--- src/rtl/distribute_cmd_issuer.sv ---
// distribute_cmd_issuer: sequential front-end for the combinational distribute switch.
// A config handshake programs a route command and beat count. In RUN, the block
// registers each accepted beat, with lane valids taken from the command, and pulses
// o_done on the final beat.
// Optional build macro DIST_CMD_ISSUER_CFG_QUEUE_EN adds a one-entry shadow config,
// so consecutive programs run back-to-back.
module distribute_cmd_issuer #(
    parameter int DATA_WIDTH = 32,
    parameter int CNT_WIDTH  = 8
) (
    input  logic                  clk,
    input  logic                  rst_n,
    input  logic                  i_cfg_valid,
    input  logic [1:0]            i_cfg_cmd,
    input  logic [CNT_WIDTH-1:0]  i_cfg_len,
    output logic                  o_cfg_ready,
    input  logic                  i_valid,
    input  logic [DATA_WIDTH-1:0] i_data_bus,
    output logic                  o_ready,
    output logic [1:0]            o_valid,
    output logic [DATA_WIDTH-1:0] o_data_bus,
    output logic                  o_en,
    output logic [1:0]            o_cmd,
    output logic                  o_done
);

    typedef enum logic {IDLE, RUN} state_t;

    state_t               state;
    logic [1:0]           cmd_r;
    logic [CNT_WIDTH-1:0] cnt_r;
    logic                 cfg_fire;
    logic                 beat_fire;
    logic                 last_beat;

    assign o_ready   = (state == RUN);
    assign cfg_fire  = i_cfg_valid && o_cfg_ready;
    assign beat_fire = i_valid && o_ready;
    assign last_beat = beat_fire && (cnt_r == CNT_WIDTH'(1));
    assign o_cmd     = cmd_r;

`ifdef DIST_CMD_ISSUER_CFG_QUEUE_EN
    logic                 sh_full;
    logic [1:0]           sh_cmd;
    logic [CNT_WIDTH-1:0] sh_len;
    logic                 zero_pend;

    assign o_cfg_ready = !sh_full;
`else
    assign o_cfg_ready = (state == IDLE);
`endif

    // Program FSM, beat counter and registered switch-side outputs
    always_ff @(posedge clk) begin
        if (!rst_n) begin
            state      <= IDLE;
            cmd_r      <= 2'b00;
            cnt_r      <= '0;
            o_valid    <= 2'b00;
            o_data_bus <= '0;
            o_en       <= 1'b0;
            o_done     <= 1'b0;
`ifdef DIST_CMD_ISSUER_CFG_QUEUE_EN
            sh_full    <= 1'b0;
            sh_cmd     <= 2'b00;
            sh_len     <= '0;
            zero_pend  <= 1'b0;
`endif
        end else begin
            // Idle cycles present dummy zero data to the switch
            o_valid    <= 2'b00;
            o_data_bus <= '0;
            o_en       <= 1'b0;
            o_done     <= 1'b0;
`ifdef DIST_CMD_ISSUER_CFG_QUEUE_EN
            zero_pend  <= 1'b0;
            if (zero_pend) begin
                o_done <= 1'b1;
            end
`endif
            if (beat_fire) begin
                o_en       <= 1'b1;
                o_valid    <= {cmd_r[1], cmd_r[0]};
                // NA drains the stream: the beat is consumed but not delivered
                o_data_bus <= (cmd_r == 2'b00) ? '0 : i_data_bus;
                cnt_r      <= cnt_r - CNT_WIDTH'(1);
            end

            case (state)
                IDLE: begin
                    if (cfg_fire) begin
                        if (i_cfg_len != '0) begin
                            cmd_r <= i_cfg_cmd;
                            cnt_r <= i_cfg_len;
                            state <= RUN;
                        end else begin
                            o_done <= 1'b1;
                        end
                    end
                end
                RUN: begin
`ifdef DIST_CMD_ISSUER_CFG_QUEUE_EN
                    if (cfg_fire && !last_beat) begin
                        sh_full <= 1'b1;
                        sh_cmd  <= i_cfg_cmd;
                        sh_len  <= i_cfg_len;
                    end
                    if (last_beat) begin
                        o_done <= 1'b1;
                        // The next program comes from the shadow, or directly from a config
                        // that lands on the last beat. A zero-length one only reports done,
                        // one cycle after this program's done.
                        if (sh_full) begin
                            sh_full <= 1'b0;
                            if (sh_len != '0) begin
                                cmd_r <= sh_cmd;
                                cnt_r <= sh_len;
                            end else begin
                                state     <= IDLE;
                                zero_pend <= 1'b1;
                            end
                        end else if (cfg_fire) begin
                            if (i_cfg_len != '0) begin
                                cmd_r <= i_cfg_cmd;
                                cnt_r <= i_cfg_len;
                            end else begin
                                state     <= IDLE;
                                zero_pend <= 1'b1;
                            end
                        end else begin
                            state <= IDLE;
                        end
                    end
`else
                    if (last_beat) begin
                        o_done <= 1'b1;
                        state  <= IDLE;
                    end
`endif
                end
                default: state <= IDLE;
            endcase
        end
    end

endmodule

--- config.mk ---
export PLATFORM = sky130hd
export DESIGN_NAME = distribute_cmd_issuer
export DESIGN_NICKNAME = d
export VERILOG_FILES = /design/src/rtl/distribute_cmd_issuer.sv
export SDC_FILE = /design/constraint.sdc
export NUM_CORES = 1
export LEC_CHECK = 0
export BUFFER_PORTS_ARGS = -buffer_cell sky130_fd_sc_hd__clkbuf_2
export CAP_MARGIN = 15
export CORE_MARGIN = 10
export CORE_UTILIZATION = 43
export CTS_CLUSTER_DIAMETER = 80
export DETAILED_ROUTE_END_ITERATION = 10
export GPL_TIMING_DRIVEN = 0
export HOLD_SLACK_MARGIN = 0.02
export MAX_ROUTING_LAYER = met4
export PLACE_DENSITY = 0.77
export SLEW_MARGIN = 40
export SYNTH_ARGS = -nofsm -noshare
export SYNTH_HDL_FRONTEND = slang
export SYNTH_SLANG_ARGS = --single-unit
--- constraint.sdc ---
create_clock -name clk -period 2.2 [get_ports clk]
set_clock_uncertainty 0.2 [all_clocks]
set_input_delay 0.33 -clock clk [delete_from_list [all_inputs] [get_ports clk]]
set_output_delay 0.33 -clock clk [all_outputs]
set_load 0.05 [all_outputs]
# After elaboration in Yosys (flattened, before gate mapping)
# Index checks and enable logic that the tools add are counted.
# Widths: inputs -> output; s select.
[op_classes]
n_addsub = 1
reduce_logical = 8
eq_ne = 1
bitwise_logic = 3
muxes = 13
[ops]
columns = ["op", "n"]
rows = [
  ["$mux 8", 4],
  ["$eq 8x1->1 const B", 1],
  ["$reduce_bool 8->1", 1],
  ["$sub 8x1->8 const B", 1],
  ["$mux 1", 7],
  ["$pmux 1 s2", 2],
  ["$logic_and 1x1->1", 3],
  ["$not 1->1", 3],
  ["$reduce_and 3->1", 1],
  ["$reduce_or 3->1", 1],
  ["$logic_not 2->1", 1],
  ["$reduce_and 2->1", 1],
]
[totals]
regBits = 47
output_inout_bits = 40

# Longest topological paths before layout
# Gate-level depths: netlist (run 1).
[depth]
ltp_word = 5
depth_mapped = 6
depth_no_buf = 6

# Least setup slack after synthesis (run 1)
# OpenSTA, ideal clock, no wires.
[synth_timing]
path_type = "flip-flop to flip-flop"
startpoint = "reg state (netlist: o_ready)"
endpoint = "reg state (netlist: o_ready)"
stages_incl_launch_ff = 5
path_slack_ns = 0.268
required_time_ns = 1.871
period_less_slack_ns = 1.932
arrival_ns = 1.603
n_path_buf = 0
cell_sequence = "dfxtp_1 nand2_1 or4_4 nand2_1 a21boi_1"
[synth_via]
elab_chain_cells = 4
[synth_lines]
columns = ["element", "line", "source"]
rows = [
  ["from (decl)", "29", "state_t state;"],
  ["from (signal assigned)", "56", "state <= IDLE;"],
  ["from (signal assigned)", "95", "state <= RUN;"],
  ["from (signal assigned)", "137", "state <= IDLE;"],
  ["$logic_and 1x1->1 or $not 1->1 (tied branches)", "-", ""],
  ["$logic_and 1x1->1, on equally long branches", "39, 37", ""],
  ["$mux 1, on equally long branches", "135, 91", ""],
  ["$pmux 1 s2 *", "89", "case (state)"],
]
# Every way passes the cells marked *; elsewhere a longest branch is shown, timed or not.
# A chain may end at the register's enable or synchronous reset.

# Final worst setup path (run 1)
[layout_timing]
startpoint = "reg cnt_r[5]"
endpoint = "reg state (netlist: o_ready)"
[layout_via]
elab_chain_cells = 4
[layout_lines]
columns = ["element", "line", "source"]
rows = [
  ["from (decl)", "31", "logic [CNT_WIDTH-1:0] cnt_r;"],
  ["from (signal assigned)", "86", "cnt_r <= cnt_r - CNT_WIDTH'(1);"],
  ["from (signal assigned)", "94", "cnt_r <= i_cfg_len;"],
  ["$eq 8x1->1", "39", "assign last_beat = beat_fire && (cnt_r == CNT_WIDTH'(1));"],
  ["$logic_and 1x1->1", "39", ""],
  ["$mux 1", "135", "if (last_beat) begin"],
  ["$pmux 1 s2", "89", ""],
  ["to (signal assigned)", "95", ""],
  ["to (signal assigned)", "137", ""],
  ["to (signal assigned)", "141", "default: state <= IDLE;"],
]
# Every way passes these cells.

==> results of run 1 <==
[per-layer routing]
| layer | GRT usage [%] | vias to the layer above | routed length [um] |
|---|---|---|---|
| li1 | - | 694 | - |
| met1 | 15.3 | 631 | 1770 |
| met2 | 20.5 | 63 | 2020 |
| met3 | 6.73 | 8 | 412 |
| met4 | 4.84 | 0 | 77 |
| met5 | - | - | 0 |
[placed cells by master, fill, tap and decap left out, types with 2 or more instances in the layout]
master         synthesis  final
or4_4                  2      2
clkbuf_1               5      5
or4_1                  2      2
nand2_1                6      6
o21ai_1                5      5
clkbuf_2               0     85
a21boi_1               3      3
dlygate4sd3_1          0     17
dfxtp_1               47     47
mux2i_1                3      3
clkbuf_8               0      5
nand3_1                4      4
nor2b_1                6      6
nor2_1                 4      4
xnor2_1                5      5
inv_1                  3      3
a22oi_1                3      3
ha_1                   2      2
and2_1                34     34
[final timing paths]
kind                                     start             end  depth (start not counted)
worst min-delay path            i_data_bus[29]  o_data_bus[29]                          2
worst max register to register        cnt_r[5]         o_ready                          4
worst max-delay path                  cnt_r[5]         o_ready                          4
worst min register to register        o_cmd[1]      o_valid[1]                          1
[timing repair]
item,in CTS,in global routing
gates resized for setup,0,0
hold endpoints to repair,15,2
buffers inserted,0,0
hold buffers,15,2
[report_power, final]
group / internal (mW) / total, mW / switching (mW) / leakage [nW]
Combinational: 0.103 / 0.217 / 0.113 / 0.689
Sequential: 0.873 / 0.894 / 0.0204 / 0.381
Clock: 0.342 / 0.633 / 0.291 / 0.0548
Total: 1.32 / 1.74 / 0.425 / 1.12
[final cells by class]
class	instances	area, sq um
clock buffer	5	68.8
sequential	47	941
tap	48	60.1
timing repair buffer	102	596
buffer	5	18.8
clock inverter	3	46.3
multi-input combinational	91	619
fill	315	1240
inverter	3	11.3
[state kept, by name, summed over array words and instances, names as in the netlist]
| signal | flops |
|---|---|
| o_ready | 1 |
| o_data_bus | 32 |
| o_done | 1 |
| o_valid | 2 |
| o_en | 1 |
| o_cmd | 2 |
| cnt_r | 8 |
[worst max-delay path, cell delays in order (launching register included)]
cell,delay [ns]
dfxtp_1,0.35
or4_4,0.56
or4_4,0.50
nand2_1,0.08
a21boi_1,0.05
[logic make-up after synthesis]
| kind of cell | after synthesis | share of synthesized area [%] |
|---|---|---|
| AO/OA/AOI/OAI | 16 | 7.87 |
| XOR/XNOR | 5 | 2.75 |
| adder cells (fa/ha/maj) | 2 | 1.57 |
| buffers and inverters | 8 | 1.89 |
| flip-flops | 47 | 59.2 |
| multiplexers | 3 | 1.89 |
| AND/OR/NAND/NOR | 65 | 24.9 |
[metrics by stage]
step	power [mW]	std cells	setup slack, ns	util, %
final	1.74	304	0.333	65.5
after global routing	1.82	304	0.278	65.5
after CTS	1.76	302	0.331	64.9
after detailed placement	1.11	279	0.252	57.6
after global placement	1.10	279	0.281	57.6
after floorplan	1.03	146	0.268	-
==> metrics.txt, run 1 <==
Max Cap Violations 0; number of enable flip-flop cells after synthesis 0; CP max FO 4; Worst Path Required 2.18 ns; total grt overflow 0; post-route ant nets 0; num ports 86; share of the synthesized area in the top cell type 59.2%; number of DRC markers in iteration 0 49; status finished, final reports clean; largest net degree at the start of global routing 17; FF+latch count, synth 47; minimum clock period 1.87 ns; Fin Hold WS 0.0327 ns; area grow syn2layout 48.5%; RSZ-0062 raised after global routing no; Die H 80.8 um; Final nets 303; Peak VDD IR 0.000463 V; Clk Latency, worst-skew pair 0.29 ns; Main synth FF type dfxtp_1; gr usage total 13.6%; Synth Area per Inst 10.9 sq um; Synth area leader dfxtp_1; Antenna diodes 0; Slew @ Worst Pin 0.469 ns; max-slew violation count 0; Synth cell types 28; final hold vios 0; vias per cell 4.59; Crit. End Element flop; Clock Tree Buf Depth 2; synthesized instance count 146; via count 1396; pwr/cell area 739 nW/um^2; count leader, synth dfxtp_1; DP HPWL 3.22 mm; chip width 80.8 um; Worst-path clk slew 0.09 ns; DP Area 2080 sq um; starting density of the core 44.1%; post-route design area 2360 sq um; leakage power of the design 1.12 nW; Synth area leaders dfxtp_1 59%, and2_1 13%, xnor2_1 2.8%, nor2b_1 2.4%, mux2i_1 1.9%; Post-synth top cells 47 x dfxtp_1, 34 x and2_1, 6 x nand2_1, 6 x nor2b_1; final wirelength 4.28 mm; die footprint 6530 sq um; CTS sink cnt 47; Slew headroom 68.7%; asr flop ratio synth 0%; number of global-route vias before repair 1401; final worst-path cycle share 84.9%; Initial DRT Pass Iterations 4; clk root buf clkbuf_8; Fin Setup TNS 0 ns; TritonCTS Buffers 5; Seq/Total Area, Yosys 59.2%; r2r setup slk 0.33 ns; Routability Congestion 0.794; TritonCTS clock tree yes; proportion of layout cells with a drive suffix above 1 37.9%; final setup vio count 0; Row Count 22; Synthesis Warnings 0; first-pass GRT wire length 6.67 mm; DRC 0; f_max 536 MHz; initial antenna violation count 0; drt wl/cell 14.1 um; hold crit path type input pin to flop; post-synthesis cell area 1590 sq um; core area 3610 sq um; crit path launch type flop; CP Class flop to flop; H-tree levels 2; Worst EP arrival 1.84 ns; Synthesized Nets 194; IO buf count 85
Power figures use the tool's default switching activity.
==> inputs of run 2 (changes only) <==
--- a/config.mk
+++ b/config.mk
@@ -8,13 +8,13 @@
 export BUFFER_PORTS_ARGS = -buffer_cell sky130_fd_sc_hd__clkbuf_2
 export CAP_MARGIN = 15
 export CORE_MARGIN = 10
-export CORE_UTILIZATION = 43
+export CORE_UTILIZATION = 39
 export CTS_CLUSTER_DIAMETER = 80
 export DETAILED_ROUTE_END_ITERATION = 10
 export GPL_TIMING_DRIVEN = 0
 export HOLD_SLACK_MARGIN = 0.02
 export MAX_ROUTING_LAYER = met4
-export PLACE_DENSITY = 0.77
+export PLACE_DENSITY = 0.74
 export SLEW_MARGIN = 40
 export SYNTH_ARGS = -nofsm -noshare
 export SYNTH_HDL_FRONTEND = slang
==> constraint.sdc (replaced) <==
create_clock -name clk -period 1.6 [get_ports clk]
set_clock_uncertainty 0.2 [all_clocks]
set_input_delay 0.24 -clock clk [delete_from_list [all_inputs] [get_ports clk]]
set_output_delay 0.24 -clock clk [all_outputs]
set_load 0.05 [all_outputs]
==> run 2 against run 1 <==
- the run now ends with negative setup slack left
- highest routed layer unchanged
- final cell count increased by 8.6%
- combinational power increased by 67%
- hold slack improved by 0.0071 ns
- clock power increased by 18%
- via count increased by 4.4%
- critical endpoint unchanged
- setup slack got worse by 0.49 ns
- sequential power increased by 38%
==> metrics.txt, run 2 (synthesis gave the netlist of run 1 again) <==
status complete, but fails checks; violated checks negative setup slack; drt wl/cell 14.6 um; cells on worst reg2reg path 4; total grt overflow 0; largest net degree at the start of global routing 18; post-route design area 2620 sq um; Routability Congestion 0.750; number of DRC markers in iteration 0 27; pre-CTS WS -0.268 ns; Peak VDD IR 0.000641 V; Clock Tree Buf Depth 2; worst r2r dst o_ready; minimum clock period 1.76 ns; Worst EP arrival 1.75 ns; initial antenna violation count 0; Clk Latency, worst-skew pair 0.29 ns; Hold Path Sink cnt_r[6]; setup ws final -0.158 ns; leakage power of the design 1.23 nW; most frequent cells in the layout 89 x clkbuf_2, 43 x dfxtp_1, 39 x dlygate4sd3_1; final wirelength 4.83 mm; Worst Setup SP cnt_r[4]; IO buf count 85; proportion of layout cells with a drive suffix above 1 40.0%; area grow syn2layout 64.4%; core area 3970 sq um; Fin Setup TNS -0.401 ns; chip width 83.9 um; DP HPWL 3.23 mm; Max Cap Violations 0; first-pass GRT wire length 7.94 mm; number of global-route vias before repair 1617; vias per cell 4.42; Row Count 23; num ports 86; post-route ant nets 0; Final nets 327; worst r2r src cnt_r[4]; RSZ-0062 raised after global routing yes; max reg flops 32; hold crit path type input pin to flop; gr usage total 14.5%; Regs by FF count o_data_bus: 32 flops, cnt_r: 8 flops; CP Class flop to flop; CTS sink cnt 47; Cells on Worst Hold Path 2; Worst Path Required 1.59 ns; final worst-path cycle share 110%; pwr/cell area 897 nW/um^2; die footprint 7030 sq um; Slew @ Worst Pin 0.392 ns; starting density of the core 40.0%; Worst Hold Launch rst_n; f_max 569 MHz; clk root buf clkbuf_8; CP max FO 5; H-tree levels 2; crit path launch type flop; Biggest register o_data_bus; max-slew violation count 0; Crit. End Element flop; Die H 83.9 um; Antenna diodes 0; Slew headroom 73.9%; commonest non-fill, non-tap cell in the layout clkbuf_2; DP Area 2080 sq um; final hold vios 0; DRC 0; TritonCTS clock tree yes; Initial DRT Pass Iterations 4; Worst-path clk slew 0.09 ns; TritonCTS Buffers 5; via count 1458; Final Core Density 65.8%; final setup vio count 3; r2r setup slk -0.16 ns
==> run 2: cell count changes in the layout (fill, tap and decap cells not counted), sizes merged <==
cell,previous run,this run
inv,4,6
buf,0,1
bufinv,1,0
clkinvlp,1,0
dlygate4sd3,17,39
o21ai,6,7
==> run 2: stage by stage <==
stage / total power, mW / hold slack, ns / instances
2_1_floorplan: 1.42 / 0.162 / 146
3_3_place_gp: 1.52 / 0.240 / 281
3_5_place_dp: 1.52 / 0.241 / 281
4_1_cts: 2.35 / 0.0347 / 329
5_1_grt: 2.44 / 0.0474 / 330
6_report: 2.35 / 0.0398 / 330
==> run 2: area by class of cell <==
type | count | area (sq um)
Tap cell | 50 | 62.6
Clock buffer | 5 | 68.8
Multi-Input combinational cell | 92 | 651
Clock inverter | 3 | 26.3
Buffer | 5 | 23.8
Fill cell | 313 | 1360
Timing Repair Buffer | 125 | 823
Sequential cell | 47 | 948
Inverter | 3 | 11.3
==> run 2: layer usage <==
metal	track usage [%]	part of all wire [%]	wire length, um
met1	15.5	42	2030
met2	23.1	47	2280
met3	7.42	10	487
met4	4.11	0.58	28
met5	-	0	0
==> run 2: worst max-delay path by stage <==
stage                     to  slack, ns  cells past startpoint
CTS                  o_ready      -0.16                      4
global placement    o_cmd[1]      -0.23                      5
floorplan            o_ready      -0.11                      4
detailed placement  o_cmd[1]      -0.27                      5
finish               o_ready      -0.16                      4
global route         o_ready      -0.21                      4
==> run 2: worst max-delay path, stage by stage (launching register included) <==
cell	delay, ns
dfxtp_2	0.35
or4_4	0.52
or4_4	0.44
nand2_1	0.08
a21boi_1	0.05
==> run 2: what timing repair did <==
action                                 CTS  global route
buffers inserted                         1             0
pin swaps                                2             1
gates cloned                             0             1
hold buffers                            39             0
resized for setup                        1            13
setup endpoints to repair                5            39
endpoints found under the hold margin   39             0
==> run 2: where the power goes <==
group          internal [mW]  leakage [nW]  switching (mW)  total (mW)
Sequential              1.20         0.383          0.0299        1.23
Clock                  0.325        0.0495           0.426       0.750
Combinational          0.189         0.803           0.173       0.363
Total                   1.72          1.23           0.629        2.35
